[src/rtl/dice_roll_if.sv]
// Signal bundle between the dice roll sequencer, its face-range decoder and the display side.
// master = sequencer, slave = decoder/display/button side.
interface dice_roll_if;
  logic       Lancer;
  logic [6:0] NB_Face;
  logic [6:0] Min;
  logic [6:0] Max;
  logic [6:0] NB_Face_Sel;
  logic [6:0] Valeur;
  logic       Roulement;
  logic       Valide;
  logic       Fin;

  modport master (
    input  Lancer, NB_Face, Min, Max,
    output NB_Face_Sel, Valeur, Roulement, Valide, Fin
  );

  modport slave (
    output Lancer, NB_Face, Min, Max,
    input  NB_Face_Sel, Valeur, Roulement, Valide, Fin
  );
endinterface

[src/rtl/dice_roll_ctrl.sv]
// Dice roll sequencer: latches the face count, spins the value while the button is held,
// then decelerates with doubling step intervals and holds the final value.
module dice_roll_ctrl #(
  parameter int unsigned TICK_DIV    = 50000,
  parameter int unsigned MIN_ROLL    = 8,
  parameter int unsigned DECEL_STEPS = 6
) (
  input logic          clk,
  input logic          rst,
  dice_roll_if.master  bus
);

  localparam int unsigned PreW  = (TICK_DIV > 2) ? $clog2(TICK_DIV) : 1;
  localparam int unsigned RollW = $clog2(MIN_ROLL + 1);

  typedef enum logic [2:0] {StIdle, StLoad, StRoll, StDecel, StShow} state_e;

  state_e           r_state_q, r_state_d;
  logic [PreW-1:0]  r_pre_q, r_pre_d;
  logic [RollW-1:0] r_roll_q, r_roll_d;
  logic [2:0]       r_k_q, r_k_d;
  logic [6:0]       r_wait_q, r_wait_d;
  logic [6:0]       r_sel_q, r_sel_d;
  logic [6:0]       r_val_q, r_val_d;
  logic             r_fin_q, r_fin_d;
  logic             r_lancer_q;

  logic       w_press;
  logic       w_tick;
  logic [6:0] w_step_val;
  logic [6:0] w_wait_lim;

  assign w_press    = bus.Lancer & ~r_lancer_q;
  assign w_tick     = (r_pre_q == PreW'(TICK_DIV - 1));
  // >= rather than == so a stale out-of-range value snaps back into the new range
  assign w_step_val = (r_val_q >= bus.Max) ? bus.Min : r_val_q + 7'd1;
  assign w_wait_lim = 7'((8'd1 << r_k_q) - 8'd1);

  always_comb begin
    r_state_d = r_state_q;
    r_pre_d   = '0;
    r_roll_d  = r_roll_q;
    r_k_d     = r_k_q;
    r_wait_d  = r_wait_q;
    r_sel_d   = r_sel_q;
    r_val_d   = r_val_q;
    r_fin_d   = 1'b0;

    unique case (r_state_q)
      StIdle, StShow: begin
        if (w_press) begin
          r_sel_d   = bus.NB_Face;
          r_state_d = StLoad;
        end
      end
      StLoad: begin
        r_val_d   = bus.Min;
        r_roll_d  = '0;
        r_state_d = StRoll;
      end
      StRoll: begin
        r_pre_d = w_tick ? '0 : r_pre_q + PreW'(1);
        if (w_tick) begin
          r_val_d = w_step_val;
          if (r_roll_q != RollW'(MIN_ROLL)) r_roll_d = r_roll_q + RollW'(1);
        end
        if (!bus.Lancer && r_roll_d == RollW'(MIN_ROLL)) begin
          r_k_d     = '0;
          r_wait_d  = '0;
          r_state_d = StDecel;
        end
      end
      StDecel: begin
        r_pre_d = w_tick ? '0 : r_pre_q + PreW'(1);
        if (w_press) begin
          r_state_d = StRoll;
        end else if (w_tick) begin
          if (r_wait_q == w_wait_lim) begin
            r_val_d  = w_step_val;
            r_wait_d = '0;
            r_k_d    = r_k_q + 3'd1;
            if (r_k_q == 3'(DECEL_STEPS - 1)) begin
              r_state_d = StShow;
              r_fin_d   = 1'b1;
            end
          end else begin
            r_wait_d = r_wait_q + 7'd1;
          end
        end
      end
      default: r_state_d = StIdle;
    endcase
  end

  always_ff @(posedge clk) begin
    if (rst) begin
      r_state_q  <= StIdle;
      r_pre_q    <= '0;
      r_roll_q   <= '0;
      r_k_q      <= '0;
      r_wait_q   <= '0;
      r_sel_q    <= 7'd6;
      r_val_q    <= '0;
      r_fin_q    <= 1'b0;
      r_lancer_q <= 1'b0;
    end else begin
      r_state_q  <= r_state_d;
      r_pre_q    <= r_pre_d;
      r_roll_q   <= r_roll_d;
      r_k_q      <= r_k_d;
      r_wait_q   <= r_wait_d;
      r_sel_q    <= r_sel_d;
      r_val_q    <= r_val_d;
      r_fin_q    <= r_fin_d;
      r_lancer_q <= bus.Lancer;
    end
  end

  assign bus.NB_Face_Sel = r_sel_q;
  assign bus.Valeur      = r_val_q;
  assign bus.Roulement   = (r_state_q == StLoad) || (r_state_q == StRoll) ||
                           (r_state_q == StDecel);
  assign bus.Valide      = (r_state_q == StShow);
  assign bus.Fin         = r_fin_q;

endmodule

[src/flat_wrapper.sv]
// flat-port wrapper written by rule: the top's interface ports become plain ports
module dice_roll_ctrl_flat 
#(
  parameter int unsigned TICK_DIV    = 50000,
  parameter int unsigned MIN_ROLL    = 8,
  parameter int unsigned DECEL_STEPS = 6
)
  (clk, rst, bus_Lancer, bus_NB_Face, bus_Min, bus_Max, bus_NB_Face_Sel, bus_Valeur, bus_Roulement, bus_Valide, bus_Fin);
  dice_roll_if bus_i ();
  input logic clk;
  input logic rst;
  input wire logic [$bits(bus_i.Lancer)-1:0] bus_Lancer;
  input wire logic [$bits(bus_i.NB_Face)-1:0] bus_NB_Face;
  input wire logic [$bits(bus_i.Min)-1:0] bus_Min;
  input wire logic [$bits(bus_i.Max)-1:0] bus_Max;
  output wire logic [$bits(bus_i.NB_Face_Sel)-1:0] bus_NB_Face_Sel;
  output wire logic [$bits(bus_i.Valeur)-1:0] bus_Valeur;
  output wire logic [$bits(bus_i.Roulement)-1:0] bus_Roulement;
  output wire logic [$bits(bus_i.Valide)-1:0] bus_Valide;
  output wire logic [$bits(bus_i.Fin)-1:0] bus_Fin;
  assign bus_i.Lancer = bus_Lancer;
  assign bus_i.NB_Face = bus_NB_Face;
  assign bus_i.Min = bus_Min;
  assign bus_i.Max = bus_Max;
  assign bus_NB_Face_Sel = bus_i.NB_Face_Sel;
  assign bus_Valeur = bus_i.Valeur;
  assign bus_Roulement = bus_i.Roulement;
  assign bus_Valide = bus_i.Valide;
  assign bus_Fin = bus_i.Fin;
  dice_roll_ctrl #(.TICK_DIV(TICK_DIV), .MIN_ROLL(MIN_ROLL), .DECEL_STEPS(DECEL_STEPS)) u_core (.clk(clk), .rst(rst), .bus(bus_i));
endmodule
[config.mk]
export PLATFORM = sky130hd
export DESIGN_NAME = dice_roll_ctrl_flat
export DESIGN_NICKNAME = d
export VERILOG_FILES = /design/src/rtl/dice_roll_if.sv /design/src/rtl/dice_roll_ctrl.sv /design/src/flat_wrapper.sv
export SDC_FILE = /design/constraint.sdc
export NUM_CORES = 1
export LEC_CHECK = 0
export CAP_MARGIN = 40
export CORE_ASPECT_RATIO = 1.25
export CORE_MARGIN = 4
export CORE_UTILIZATION = 55
export CTS_CLUSTER_DIAMETER = 50
export DETAILED_ROUTE_END_ITERATION = 8
export PLACE_DENSITY = 0.8
export SLEW_MARGIN = 20
export SYNTH_ARGS = -nofsm -noshare
export SYNTH_HDL_FRONTEND = slang
export SYNTH_SLANG_ARGS = --single-unit
[constraint.sdc]
create_clock -name clk -period 3.2 [get_ports clk]
set_input_delay 0.48 -clock clk [delete_from_list [all_inputs] [get_ports clk]]
set_output_delay 0.48 -clock clk [all_outputs]
set_load 0.01 [all_outputs]
[After elaboration in Yosys (flattened, before gate mapping)]
Cells that the tools add are included.
Cells by class
  equal/unequal tests: 18
  bitwise gates (word level): 6
  $add $sub $neg: 6
  $lt $le $gt $ge: 1
  shifts and indexed selects: 1
  mux-type cells: 28
  reduce and logical (&&, ||, !) cells: 17
Operators with widths (number)
  $mux 7: 9
  $mux 3: 10
  $pmux 7 s3: 1
  $add 16x1->16 const B: 1
  $eq 16x16->1 const B: 1
  $reduce_and 5->1: 3
  $add 7x1->7 const B: 2
  $pmux 7 s2: 1
  $mux 4: 3
  $pmux 3 s4: 1
  $ne 2x1->1 const B: 5
  $ne 3x1->1 const B: 3
  $pmux 4 s2: 1
  $eq 7x7->1: 1
  $ge 7x7->1: 1
  $shl 1x3->7 const A: 1
  $sub 7x1->7 const B: 1
  $eq 3x2->1 const B: 2
  $eq 3x3->1 const B: 2
  $pmux 3 s2: 1
  $not 1->1: 5
  $reduce_or 5->1: 1
  $add 4x1->4 const B: 1
  $eq 4x4->1 const B: 1
  other kinds (16): 19
Storage, ports and cells
  register bits: 49
  output and inout port bits: 17

[Depth between registers and ports, before layout]
Gate-level depths: netlist (run 1).
  word-level depth: 8
  depth in mapped cells: 12

[Worst setup path after synthesis (run 1)]
Ideal clock, no wire load.
  kind: register to register
  start point: reg u_core.r_k_q[0]
  end point: reg u_core.r_k_q[2]
  clock period less this slack: 2.882 ns
  stages on the path, launching flop included: 11
  data arrival time: 2.812 ns
  buffers on the path: 0
  required time: 3.130 ns
  setup slack: 0.318 ns
  path through: dfxtp_1 -> inv_1 -> ha_1 -> or2b_1 -> ha_1 -> or4b_1 -> a32oi_1 -> xnor2_1 -> o41a_1 -> or4_1 -> a21oi_1
On the way
  word-level cells in the longest chain between the ends: 5
RTL lines
  from (decl): line dice_roll_ctrl.sv:21  | logic [2:0] r_k_q, r_k_d;
  from (signal assigned): line dice_roll_ctrl.sv:110  | r_k_q <= r_k_d;
  $shl 1x3->7 or $add 3x1->3 (tied branches): line dice_roll_ctrl.sv:37, dice_roll_ctrl.sv:81
  $sub 7x1->7 or $mux 3 (tied branches): line dice_roll_ctrl.sv:37, dice_roll_ctrl.sv:78
  $eq 7x7->1 or $mux 3 (tied branches): line dice_roll_ctrl.sv:78, dice_roll_ctrl.sv:77
  $ne 2x1->1 (no source line) or $mux 3 (tied branches)
  $reduce_and 5->1 (no source line) or $pmux 3 s2 (tied branches)
Parallel ways exist; a longest one is shown, timed or not. The select of a mux whose other input is x is not followed.
A chain may end at the register's enable or synchronous reset.

[Worst setup path after layout (run 1)]
  start point: reg u_core.r_k_q[1]
  end point: reg u_core.r_k_q[2]
Same word-level chain as after synthesis.

==> results of run 1 <==
-- layout make-up --
type                            count  area [um2]
Multi-Input combinational cell    282        1830
Fill cell                         429        1610
Sequential cell                    49         982
Timing Repair Buffer               44         428
Inverter                           21        78.8
Tap cell                           62        77.6
Clock buffer                        6        72.6
Clock inverter                      2        38.8
-- worst max-delay path: stages, from the launching register on --
cell and delay [ns]:
dfxtp_1 0.38, inv_1 0.08, ha_2 0.22, or2b_1 0.21, ha_1 0.22, or4b_1 0.48, a32oi_2 0.25, xnor2_1 0.11
o41a_1 0.41, or4_1 0.44, a21oi_1 0.15
-- cells in the mapped netlist (3+ instances only) --
library cell   n
a21oi_1       25
and2_1         5
and3_1         4
nor2b_1        4
or3_1          3
a31oi_1        3
nor3_1        12
clkbuf_1       6
a211oi_1       3
xor2_1        17
nand3_1       20
nor4_1         3
inv_1         21
o21ai_0       14
dfxtp_1       49
nand4_1        9
or2_2          3
mux2i_1        4
ha_1          18
nor3b_1        4
nor2_1        32
nand2_1       45
o221ai_1       4
xnor2_1       10
nand2b_1       4
-- what timing repair did --
action | CTS | global route
resized for setup | 1 | 9
pin swaps | 1 | 1
endpoints found under the setup margin | 5 | 12
-- power by group --
| group | total (W) | internal (W) | switching (W) | leakage (nW) |
|---|---|---|---|---|
| Combinational | 0.000172 | 0.0000918 | 0.0000798 | 0.866 |
| Clock | 0.000442 | 0.000235 | 0.000207 | 0.0554 |
| Sequential | 0.000655 | 0.000628 | 0.0000269 | 0.398 |
-- how the worst min path moves through the flow --
stage | end | depth (start not counted)
floorplan | u_core.r_pre_q[0]$_SDFF_PP0_ | 1
global placement | u_core.r_pre_q[0]$_SDFF_PP0_ | 1
detailed placement | u_core.r_pre_q[0]$_SDFF_PP0_ | 1
CTS | u_core.r_pre_q[0]$_SDFF_PP0_ | 1
global route | u_core.r_pre_q[0]$_SDFF_PP0_ | 1
finish | u_core.r_pre_q[0]$_SDFF_PP0_ | 1
-- state kept, by name, indices dropped and copies added, names as in the netlist --
| name | flops |
|---|---|
| u_core.bus.Fin | 1 |
| u_core.r_state_q | 3 |
| u_core.r_k_q | 3 |
| u_core.bus.Valeur | 7 |
| u_core.r_lancer_q | 1 |
| u_core.r_wait_q | 7 |
| u_core.r_roll_q | 4 |
| u_core.r_pre_q | 16 |
| u_core.bus.NB_Face_Sel | 7 |
-- through the flow --
stage                     utilization, %  area (um2)  hold WS (ns)
after CTS                           67.6        3460         0.449
after detailed placement            65.4        3350         0.433
after global placement              65.2        3340         0.429
after global routing                68.5        3510         0.468
final                               68.5        3510         0.445
after floorplan                        -        2920         0.413
-- kinds of logic (layout without fill, tap and decap cells) --
kind of cell	count (synthesis)	count (layout)
AND/OR/NAND/NOR	165	165
AO/OA/AOI/OAI	66	66
flip-flops	49	49
buffers and inverters	32	73
XOR/XNOR	27	27
adder cells (fa/ha/maj)	18	18
multiplexers	6	6
-- layer usage --
layer	vias up	part of all wire (%)
met5	-	0
met4	0	1.6
met3	14	3.4
met2	59	52
met1	1237	43
li1	1357	-
==> flow_summary.yaml, run 1 <==
outcome:
  status: "finished, final reports clean"
min_path:
  min_path_type: "flop to flop"
  hold_path.startpoint: "u_core.r_pre_q[0]$_SDFF_PP0_"
cts:
  clk_pin_slew_ns: 0.09
  cts_setup_buffers: 0
  ctsRootBufferMaster: "clkbuf_8"
  clockBufferDepth: 2
  clock_sinks: 49
  insertion_delay_ns: 0.30
  htree_levels: 2
  ctsHoldBuffers: 0
  tritoncts: "built"
  cts_made_buffers: 5
yosys:
  synthAdderAreaFrac_pct: 7.71
  synth_xor_area_share_pct: 8.09
  syn_inst: 363
  synthArstFlopShare_pct: 0
  synth-edff-count: 0
  syn-num-nets: 405
  muxShareOfSynthArea_pct: 2.14
  ys.flop_type: "dfxtp_1"
  synth_area_leader_cell: "dfxtp_1"
  avgSynthCellArea_um2: 8.05
  synth_compound_area_share_pct: 14.0
  synth-simple-area-share_pct: 29.2
  synth_top_area_share_pct: 33.6
  synth_area_leaders: "dfxtp_1, ha_1, nand2_1"
  ys_types: 57
  yosys_warnings: 0
  synth-seq-area-share_pct: 33.6
  synth_top_family_by_area: "simple AND/OR/NAND/NOR gates"
  synth.ff_latch_count: 49
  synth_area_um2: 2920
placed_design:
  place_congestion: 0.864
  pre_cts_ws_ns: 0.000476
  place.port_buffers: 40
  dp_hpwl_um: 4850
  dpl.cell_count: 457
floorplanning:
  start_util_pct: 57.1
  coreArea_um2: 5120
  ios: 41
  dieArea_um2: 6550
  die_x_um: 73.2
  rows: 29
  fp.dieH_um: 89.5
sta:
  tns_ns: 0
  rsz0062_at_grt: "no"
  setup_viol: 0
  slew_viol_final: 0
  fin_crit_sh_pct: 93.8
  worst_slew_pin_slew_ns: 0.634
  fin_ws_ns: 0.198
  max_freq_mhz: 333
  min_period_ns: 3.00
  skew_ns: 0.00813
  relSlewSlack_pct: 57.6
  hold_viol_final: 0
job:
  max-cap-violations: 0
drt:
  drt-pass1-iter-count: 4
  wl_per_cell_um: 14.1
  vias: 2667
  wl_um: 6550
  routed_via_density: 5.72
  antenna_left: 0
  drcViolationCount: 0
  drtIter0Drc: 118
cells_and_area:
  nets: 445
  diodes: 0
  stdcell_count: 466
  drive_gt1_share_pct: 7.43
  area_growth_pct: 20.0
  layout_common_cells: "dfxtp_1, nand2_1, clkdlybuf4s50_1"
  layout_commonest_cell: "dfxtp_1"
global_route:
  use_met2_pct: 36.4
  grt_pass1_wl_um: 10900
  grt_pass1_vias: 2555
  grt.busiest_layer: "met2"
  use_met3_pct: 3.94
  grt_use_met1_pct: 24.4
  overflow: 0
  track_usage_pct: 20.8
  antenna_found_initial: 0
  grt_max_degree: 22
setup_path:
  rr_worst_depth: 10
  critPathCaptureType: "flop"
  endpoint: "u_core.r_k_q[2]$_SDFFE_PP0P_"
  crit_start: "u_core.r_k_q[1]$_SDFFE_PP0P_"
  critPathLaunchType: "flop"
  critPathArrivalTime_ns: 3.24
  path_class: "flop to flop"
  r2r_end: "u_core.r_k_q[2]$_SDFFE_PP0P_"
  worstPathMaxFanout: 8
  r2r-start: "u_core.r_k_q[1]$_SDFFE_PP0P_"
  rrSetupSlack_ns: 0.20
  cp.required_ns: 3.44
pwr:
  power.density_nw_per_um2: 362
  p_leak_nw: 1.32
  totalPowerFinal_w: 0.00127
  ir_drop_v: 0.000269
No activity file was read; power rests on OpenSTA's default activity.
==> run 2: changes to the inputs <==
--- a/config.mk
+++ b/config.mk
@@ -12,6 +12,7 @@
 export CTS_CLUSTER_DIAMETER = 50
 export DETAILED_ROUTE_END_ITERATION = 8
 export PLACE_DENSITY = 0.8
+export SETUP_SLACK_MARGIN = 0.3
 export SLEW_MARGIN = 20
 export SYNTH_ARGS = -nofsm -noshare
 export SYNTH_HDL_FRONTEND = slang
==> run 2 against run 1 <==
  * Sequential cell count unchanged
  * Die area unchanged
  * Setup slack improved by 0.16 ns
  * Hold slack improved by 0.00067 ns
  * Clock power increased by 2%
  * Maximum frequency increased by 5.7%
  * Count of clock-buffer cells in the layout unchanged
  * Total power increased by 0.61%
  * Critical path depth unchanged
==> flow_summary.yaml, run 2 (same netlist as run 1, synthesis figures left out) <==
global_route:
  grt_pass1_vias: 2605
  grt_pass1_wl_um: 11000
  track_usage_pct: 21.2
  antenna_found_initial: 0
  overflow: 0
  grt_max_degree: 22
cts:
  ctsHoldBuffers: 0
  clock_sinks: 49
  insertion_delay_ns: 0.31
  clockBufferDepth: 2
  cts_made_buffers: 5
  htree_levels: 2
  ctsRootBufferMaster: "clkbuf_8"
  tritoncts: "built"
  clk_pin_slew_ns: 0.10
floorplanning:
  start_util_pct: 57.1
  die_x_um: 73.2
  coreArea_um2: 5120
  fp.dieH_um: 89.5
  ios: 41
  dieArea_um2: 6550
  rows: 29
sta:
  slew_viol_final: 0
  relSlewSlack_pct: 57.8
  skew_ns: 0.0113
  tns_ns: 0
  setup_viol: 0
  fin_crit_sh_pct: 88.7
  min_period_ns: 2.84
  fin_ws_ns: 0.361
  worst_slew_pin_slew_ns: 0.631
  max_freq_mhz: 352
  rsz0062_at_grt: "no"
  hold_viol_final: 0
cells_and_area:
  stdcell_count: 474
  area_growth_pct: 24.7
  largest_reg_flops: 16
  drive_gt1_share_pct: 11.4
  nets: 453
  regMostFlops: "u_core.r_pre_q"
  diodes: 0
  layout_commonest_cell: "dfxtp_1"
  layout_common_cells: "dfxtp_1, nand2_1, clkdlybuf4s50_1"
job:
  max-cap-violations: 0
setup_path:
  critPathArrivalTime_ns: 3.08
  critPathCaptureType: "flop"
  critPathLaunchType: "flop"
  worstPathMaxFanout: 4
  cp.required_ns: 3.44
  path_class: "flop to flop"
pwr:
  totalPowerFinal_w: 0.00128
  power.density_nw_per_um2: 350
  ir_drop_v: 0.000275
  p_leak_nw: 1.38
min_path:
  min_path_type: "flop to flop"
drt:
  drcViolationCount: 0
  vias: 2723
  wl_per_cell_um: 14.4
  drt-pass1-iter-count: 5
  wl_um: 6820
  drtIter0Drc: 117
  antenna_left: 0
  routed_via_density: 5.74
placed_design:
  place.port_buffers: 40
  dp_hpwl_um: 4850
  pre_cts_ws_ns: 0.000476
  dpl.cell_count: 457
  place_congestion: 0.864
outcome:
  status: "finished, final reports clean"
==> run 2: power breakdown <==
part	leakage [nW]	internal, W	switching (W)
clock network	0.0554	0.000235	0.000214
registers	0.399	0.000627	0.0000272
logic	0.927	0.0000919	0.0000809
total	1.38	0.000954	0.000322
==> run 2: path summary, 6_finish.rpt <==
check | depth (start not counted) | to | start | slack, ns
min reg2reg | 1 | u_core.r_pre_q[0]$_SDFF_PP0_ | u_core.r_pre_q[0]$_SDFF_PP0_ | 0.45
max reg2reg | 10 | u_core.r_k_q[0]$_SDFFE_PP0P_ | u_core.r_k_q[0]$_SDFFE_PP0P_ | 0.36
min | 1 | u_core.r_pre_q[0]$_SDFF_PP0_ | u_core.r_pre_q[0]$_SDFF_PP0_ | 0.45
max | 10 | u_core.r_k_q[0]$_SDFFE_PP0P_ | u_core.r_k_q[0]$_SDFFE_PP0P_ | 0.36
==> run 2: repair_timing <==
| item | in CTS | in global routing |
|---|---|---|
| pin swaps | 3 | 11 |
| hold endpoints to repair | 0 | 0 |
| endpoints found under the setup margin | 20 | 20 |
| resized for setup | 12 | 13 |
| setup buffers | 1 | 7 |
==> run 2: final cells by class <==
| type | count | area [um2] |
|---|---|---|
| Fill cell | 421 | 1470 |
| Timing Repair Buffer | 52 | 488 |
| Tap cell | 62 | 77.6 |
| Clock inverter | 2 | 38.8 |
| Sequential cell | 49 | 986 |
| Clock buffer | 6 | 72.6 |
| Inverter | 21 | 78.8 |
| Multi-Input combinational cell | 282 | 1900 |
==> run 2: per-stage QoR <==
step	util, %	cell area [um2]	hold slack, ns
final	71.2	3640	0.446
after global routing	71.2	3640	0.468
after CTS	68.9	3520	0.449
after detailed placement	65.4	3350	0.433
after global placement	65.2	3340	0.429
after floorplan	-	2920	0.413
==> run 2: worst max-delay path: stages (launching register included) <==
cell     delay, ns
dfxtp_4       0.38
inv_1         0.07
ha_4          0.18
or2b_1        0.21
ha_4          0.16
or4b_4        0.46
a32oi_2       0.27
xnor2_2       0.10
o41a_1        0.38
or4_1         0.42
a21oi_1       0.15
==> run 2: layer usage <==
metal  part of all wire [%]  vias to the layer above  GRT usage [%]
met4                    2.6                        0           10.1
met1                     43                     1274           23.9
met3                    3.4                       18           4.16
met2                     51                       58           37.8
met5                      0                        -              0
li1                       -                     1373              -
